### config.mk
export PLATFORM = sky130hd
export DESIGN_NAME = bbqm_queue_ctrl
export DESIGN_NICKNAME = d
export VERILOG_FILES = /design/src/rtl/bbqm_queue_ctrl.sv
export SDC_FILE = /design/constraint.sdc
export NUM_CORES = 1
export LEC_CHECK = 0
export CORE_ASPECT_RATIO = 1.2
export CORE_MARGIN = 4
export CORE_UTILIZATION = 39
export CTS_BUF_LIST = sky130_fd_sc_hd__clkbuf_8
export CTS_CLUSTER_DIAMETER = 120
export DETAILED_ROUTE_END_ITERATION = 12
export PLACE_DENSITY = 0.61
export SLEW_MARGIN = 10
export SYNTH_ARGS = -nofsm -noshare
export SYNTH_HDL_FRONTEND = slang
export SYNTH_SLANG_ARGS = --single-unit
### constraint.sdc
create_clock -name clk -period 5.1 [get_ports clk]
set_clock_uncertainty 0.1 [all_clocks]
set_input_delay 1.02 -clock clk [delete_from_list [all_inputs] [get_ports clk]]
set_output_delay 1.02 -clock clk [all_outputs]
set_load 0.005 [all_outputs]
### src/rtl/bbqm_queue_ctrl.sv
// bbqm_queue_ctrl: debounced arrive/depart queue counter with a sequential-divider
// wait-time estimate and BCD digits for the 7-segment display.
module bbqm_queue_ctrl #(
   parameter int CAPACITY     = 7,
   parameter int MAX_TELLERS  = 3,
   parameter int SERVICE_TIME = 3,
   parameter int TICK_DIV     = 5_000_000,
   localparam int CNT_W = $clog2(CAPACITY + 1),
   localparam int TL_W  = $clog2(MAX_TELLERS + 1),
   localparam int NUM_W = $clog2(SERVICE_TIME * (CAPACITY + MAX_TELLERS - 1) + 1)
) (
   input  logic             clk,
   input  logic             reset,
   input  logic             btn_arrive,
   input  logic             btn_depart,
   input  logic [TL_W-1:0]  tellers,
   output logic [CNT_W-1:0] pcount,
   output logic             empty,
   output logic             full,
   output logic             ovf_evt,
   output logic             unf_evt,
   output logic [NUM_W-1:0] wtime,
   output logic [3:0]       wtime_tens,
   output logic [3:0]       wtime_ones,
   output logic             wtime_valid
);
   localparam int PW = (TICK_DIV > 1) ? $clog2(TICK_DIV) : 1;
   localparam int SW = $clog2(NUM_W + 1);

   typedef enum logic [1:0] {IDLE, LOAD, DIV, DONE} state_t;

   logic [1:0]       arr_s, dep_s;
   logic [TL_W-1:0]  tl_s1, tl_s2, t, lt, ct, rem;
   logic [PW-1:0]    pre;
   logic             tick, arr_smp, dep_smp, arr_evt, dep_evt;
   logic             inc, dec;
   logic [CNT_W-1:0] nxt, lp, cp;
   logic [NUM_W-1:0] num, q;
   logic [TL_W:0]    sh;
   logic             ge, chg_l, chg_c, zero;
   logic [SW-1:0]    step;
   logic [31:0]      wz;
   state_t           st;

   assign tick = pre == PW'(TICK_DIV - 1);

   always_ff @(posedge clk or posedge reset)
      if (reset) begin
         arr_s   <= '0;
         dep_s   <= '0;
         tl_s1   <= '0;
         tl_s2   <= '0;
         pre     <= '0;
         arr_smp <= 1'b0;
         dep_smp <= 1'b0;
         arr_evt <= 1'b0;
         dep_evt <= 1'b0;
      end else begin
         arr_s   <= {arr_s[0], btn_arrive};
         dep_s   <= {dep_s[0], btn_depart};
         tl_s1   <= tellers;
         tl_s2   <= tl_s1;
         pre     <= tick ? '0 : pre + 1'b1;
         arr_evt <= tick & arr_s[1] & ~arr_smp;
         dep_evt <= tick & dep_s[1] & ~dep_smp;
         if (tick) begin
            arr_smp <= arr_s[1];
            dep_smp <= dep_s[1];
         end
      end

   // simultaneous presses only move the count when the queue is empty
   assign inc = arr_evt & (dep_evt ? empty : ~full);
   assign dec = dep_evt & ~arr_evt & ~empty;
   assign nxt = inc ? pcount + 1'b1 : dec ? pcount - 1'b1 : pcount;

   always_ff @(posedge clk or posedge reset)
      if (reset) begin
         pcount  <= '0;
         empty   <= 1'b1;
         full    <= 1'b0;
         ovf_evt <= 1'b0;
         unf_evt <= 1'b0;
      end else begin
         pcount  <= nxt;
         empty   <= nxt == '0;
         full    <= nxt == CNT_W'(CAPACITY);
         ovf_evt <= arr_evt & ~dep_evt & full;
         unf_evt <= dep_evt & ~arr_evt & empty;
      end

   assign t     = tl_s2 > TL_W'(MAX_TELLERS) ? TL_W'(MAX_TELLERS) : tl_s2;
   assign chg_l = {pcount, t} != {lp, lt};
   assign chg_c = {pcount, t} != {cp, ct};
   assign zero  = pcount == '0 || t == '0;
   assign num   = NUM_W'(SERVICE_TIME * (int'(pcount) + int'(t) - 1));
   assign sh    = {rem, q[NUM_W-1]};
   assign ge    = sh >= {1'b0, ct};

   always_ff @(posedge clk or posedge reset)
      if (reset) begin
         st          <= IDLE;
         wtime       <= '0;
         wtime_valid <= 1'b1;
         lp          <= '0;
         lt          <= '0;
         cp          <= '0;
         ct          <= '0;
         q           <= '0;
         rem         <= '0;
         step        <= '0;
      end else begin
         case (st)
            IDLE: if (chg_l) begin
               st          <= LOAD;
               wtime_valid <= 1'b0;
            end
            LOAD: begin
               cp   <= pcount;
               ct   <= t;
               rem  <= '0;
               step <= '0;
               q    <= zero ? '0 : num;
               st   <= zero ? DONE : DIV;
            end
            DIV: if (chg_c) st <= LOAD;
            else begin
               // quotient bits shift in at the bottom as the numerator shifts out the top
               q    <= NUM_W'({q, ge});
               rem  <= ge ? TL_W'(sh - {1'b0, ct}) : TL_W'(sh);
               step <= step + 1'b1;
               if (step == SW'(NUM_W - 1)) st <= DONE;
            end
            default: begin
               wtime       <= q;
               lp          <= cp;
               lt          <= ct;
               wtime_valid <= 1'b1;
               st          <= IDLE;
            end
         endcase
      end

   assign wz         = 32'(wtime);
   assign wtime_tens = 4'(wz / 32'd10);
   assign wtime_ones = 4'(wz % 32'd10);
endmodule

==> metrics.md <==
| Metric | Value |
|---|---|
| Std cell rows | 38 |
| Die X | 97.0 µm |
| Core region area | between 0.009 and 0.01 mm² |
| Setup TNS | 0 ps |
| Final nets | 402 |
| Worst-case reg-to-reg path depth | 15 |
| Syn_area_per_cell | 10.7 µm² |
| Pin count of the biggest net entering global routing | 42 |
| Ant diodes | 0 |
| Final Setup Violations | 0 |
| Outcome | complete, no violations |
| Slew margin rel. | 33.7% |
| Ys flop type | dfrtp_1 |
| GPL Wtd Cong | 0.777 |
| Unrepaired setup endpoints after global routing | false |
| Setup CP Type | register to register |
| YS warnings | 0 |
| Peak VDD IR | 0.178 mV |
| Hold Startpoint | dep_s[0] |
| Most common cell in the netlist | dfrtp_1 |
| FF-to-FF Start | pcount[1] |
| Synth Cell Area | 0.00370 mm² |
| Number of detailed-route iterations in the first pass | 4 |
| Seq/Total Area, Yosys | 47.4% |
| DP Worst Slack | 1220 ps |
| Non-filler instance count after layout | 496 |
| Reg clk slew, reported paths | 70 ps |
| Post-Syn Instances | 346 |
| Vias in the first global route | 2439 |
| Num Clock Sinks | 70 |
| R2R Path End | q[4] |
| DR vias | 2436 |
| Power Density | 411 mW/mm² |
| Synth area leader | dfrtp_1 |
| HPWL after DPL | between 4 and 5 mm |
| Share of layout cells above drive strength 1 | 11.2% |
| MaxCap Viol Count | 0 |
| Setup ws final | 1230 ps |
| Synth area leaders | dfrtp_1 (46%), ha_1 (7.4%), xnor2_1 (4.5%), xor2_1 (4.3%), mux2_2 (4.0%) |
| WP data arrival | 4020 ps |
| Layout area overhead | 13.6% |
| CTS-repair resized insts | 0 |
| Die height | 115 µm |
| Clock buffer count from CTS | 9 |
| Latest clock arrival within the worst-skew pair | between 300 and 400 ps |
| Tcrit/Tclk final | between 70% and 80% |
| Post-synth ARST share | 100% |
| Max Fclk | roughly 0.26 GHz |
| All-layer global routing usage | 12.4% |
| Total wire length | 6.46 mm |
| Hold EP | dep_s[1] |
| Antenna violations before repair | 0 |
| Clock Tree Buf Depth | 2 |
| Initial Util | 40.4% |
| Worst Hold Depth | 0 |
| Routed length per placed instance | 13.0 µm |
| Cts hold-fix bufs | 0 |
| Vias per cell | 4.91 |
| Commonest cells post-synth | dfrtp_1 (68), nor2_1 (29), inv_1 (27) |
| Routed Antenna Nets | 0 |
| Post-synth top area share | 45.9% |
| Initial DRC Count | 82 |
| Inst Count DP | 480 |
| CTS tree | built |
| Lkg Pwr | 1.91 nW |
| Drt drc | 0 |
| Crit-path max FO | 9 |
| First-pass GRT wire length | 11.2 mm |
| EDFF count, synth | 0 |
| Worst-Margin Slew | 993 ps |
| HP Class | register to register |
| Post-layout min period | 3870 ps |
| Final Hold Viols | 0 |
| CP Launch Type | register |
| Worst reg2reg setup slack | 1230 ps |
| H-Tree Depth | 3 |
| Die area | 0.0111 mm² |
| Max-slew violation count | 0 |
| Port buffer count | 24 |
| GR Overflow Total | 0 |
| Critical Path RT | 5250 ps |
| I/O pins | 27 |
| Cell variety after synth | 54 |
| CP endpoint kind | register |
| Postcts setup bufs | 0 |
| Register bit total from synthesis | 70 |
| Root Buffer Master | clkbuf_8 |
final cells by class:
class | instances | area, µm²
Clock buffer | 10 | 138
Clock inverter | 6 | 31.3
Fill cell | 869 | 4970
Inverter | 29 | 109
Multi-Input combinational cell | 236 | 1780
Sequential cell | 70 | 1750
Tap cell | 120 | 150
Timing Repair Buffer | 25 | 248
kinds of logic after synthesis:
kind of cell / after synthesis / synth area share (%)
fa+ha+maj: 26 / 9.32
xor+xnor: 38 / 9.49
flops: 70 / 47.4
other cells: 1 / 0.101
buf+inv: 41 / 4.76
mux: 18 / 5.41
simple gates: 107 / 15.9
compound gates: 45 / 7.60
where the power goes:
part	total [mW]	internal [mW]	switching, mW	leakage (nW)
clock	0.378	0.184	0.195	0.0921
sequential	0.725	0.644	0.0812	0.907
combinational	0.627	0.336	0.292	0.907
cells in the final DEF (no fill, tap or decap), types with 3 or more instances in the layout:
| cell type | n |
|---|---|
| xor2_1 | 18 |
| nand3_1 | 14 |
| nand4_1 | 8 |
| a22o_1 | 3 |
| nand2_1 | 20 |
| clkdlybuf4s50_1 | 24 |
| nor3b_1 | 4 |
| dfrtp_1 | 68 |
| nor2b_1 | 4 |
| a21oi_1 | 16 |
| ha_1 | 22 |
| inv_1 | 29 |
| mux2_2 | 13 |
| inv_2 | 3 |
| o21ai_0 | 10 |
| xnor2_1 | 19 |
| fa_1 | 3 |
| nor2_1 | 29 |
| nor3_1 | 4 |
| and3_1 | 6 |
| mux2_1 | 3 |
| o21ai_1 | 5 |
| clkbuf_8 | 10 |
sequential cells by signal (all words and copies together), names as in the netlist, 2 cells and up:
| name | cells |
|---|---|
| cp | 3 |
| step | 3 |
| lp | 3 |
| tl_s2 | 2 |
| wtime | 5 |
| tl_s1 | 2 |
| q | 5 |
| st | 2 |
| rem | 2 |
| ct | 2 |
| arr_s | 2 |
| pcount | 3 |
| pre | 23 |
| dep_s | 2 |
| lt | 2 |
per-stage QoR:
step           hold WS [ps]  instance area [µm²]  utilization, %  power (mW)
2_1_floorplan           231                 3710               -        1.15
3_3_place_gp            234                 4040            44.0        1.36
3_5_place_dp            241                 4040            44.0        1.38
4_1_cts                 257                 4210            45.8        1.76
5_1_grt                 271                 4210            45.8        1.87
6_report                253                 4210            45.8        1.73
worst max-delay path, stage by stage (launching register included):
cell     delay (ps)
dfrtp_1         500
inv_1           150
ha_1            300
inv_1            40
ha_1            230
fa_1            490
inv_1            60
ha_1            270
ha_1            130
inv_1            40
fa_1            370
xor2_1          160
xnor2_1         130
and3_1          180
or4_4           470
a31oi_2         160
worst max-delay path by stage:
stage              start   end  slack [ps]  cells past startpoint
2_1_floorplan  pcount[1]  q[4]        1380                     16
6_report       pcount[1]  q[4]        1230                     15
3_5_place_dp   pcount[1]  q[4]        1220                     15
5_1_grt        pcount[1]  q[4]        1030                     15
3_3_place_gp   pcount[1]  q[4]        1320                     15
4_1_cts        pcount[1]  q[4]        1200                     15
routing by layer:
| metal | wire (µm) | share of wire [%] | up-vias | global-route usage, % |
|---|---|---|---|---|
| met5 | 0 | 0 | - | 0 |
| met4 | 57 | 0.88 | 0 | 4.40 |
| met3 | 199 | 3.1 | 6 | 3.03 |
| met2 | 3360 | 52 | 34 | 23.1 |
| met1 | 2850 | 44 | 1176 | 13.9 |
| li1 | - | - | 1220 | - |
Power figures use the tool's default switching activity.
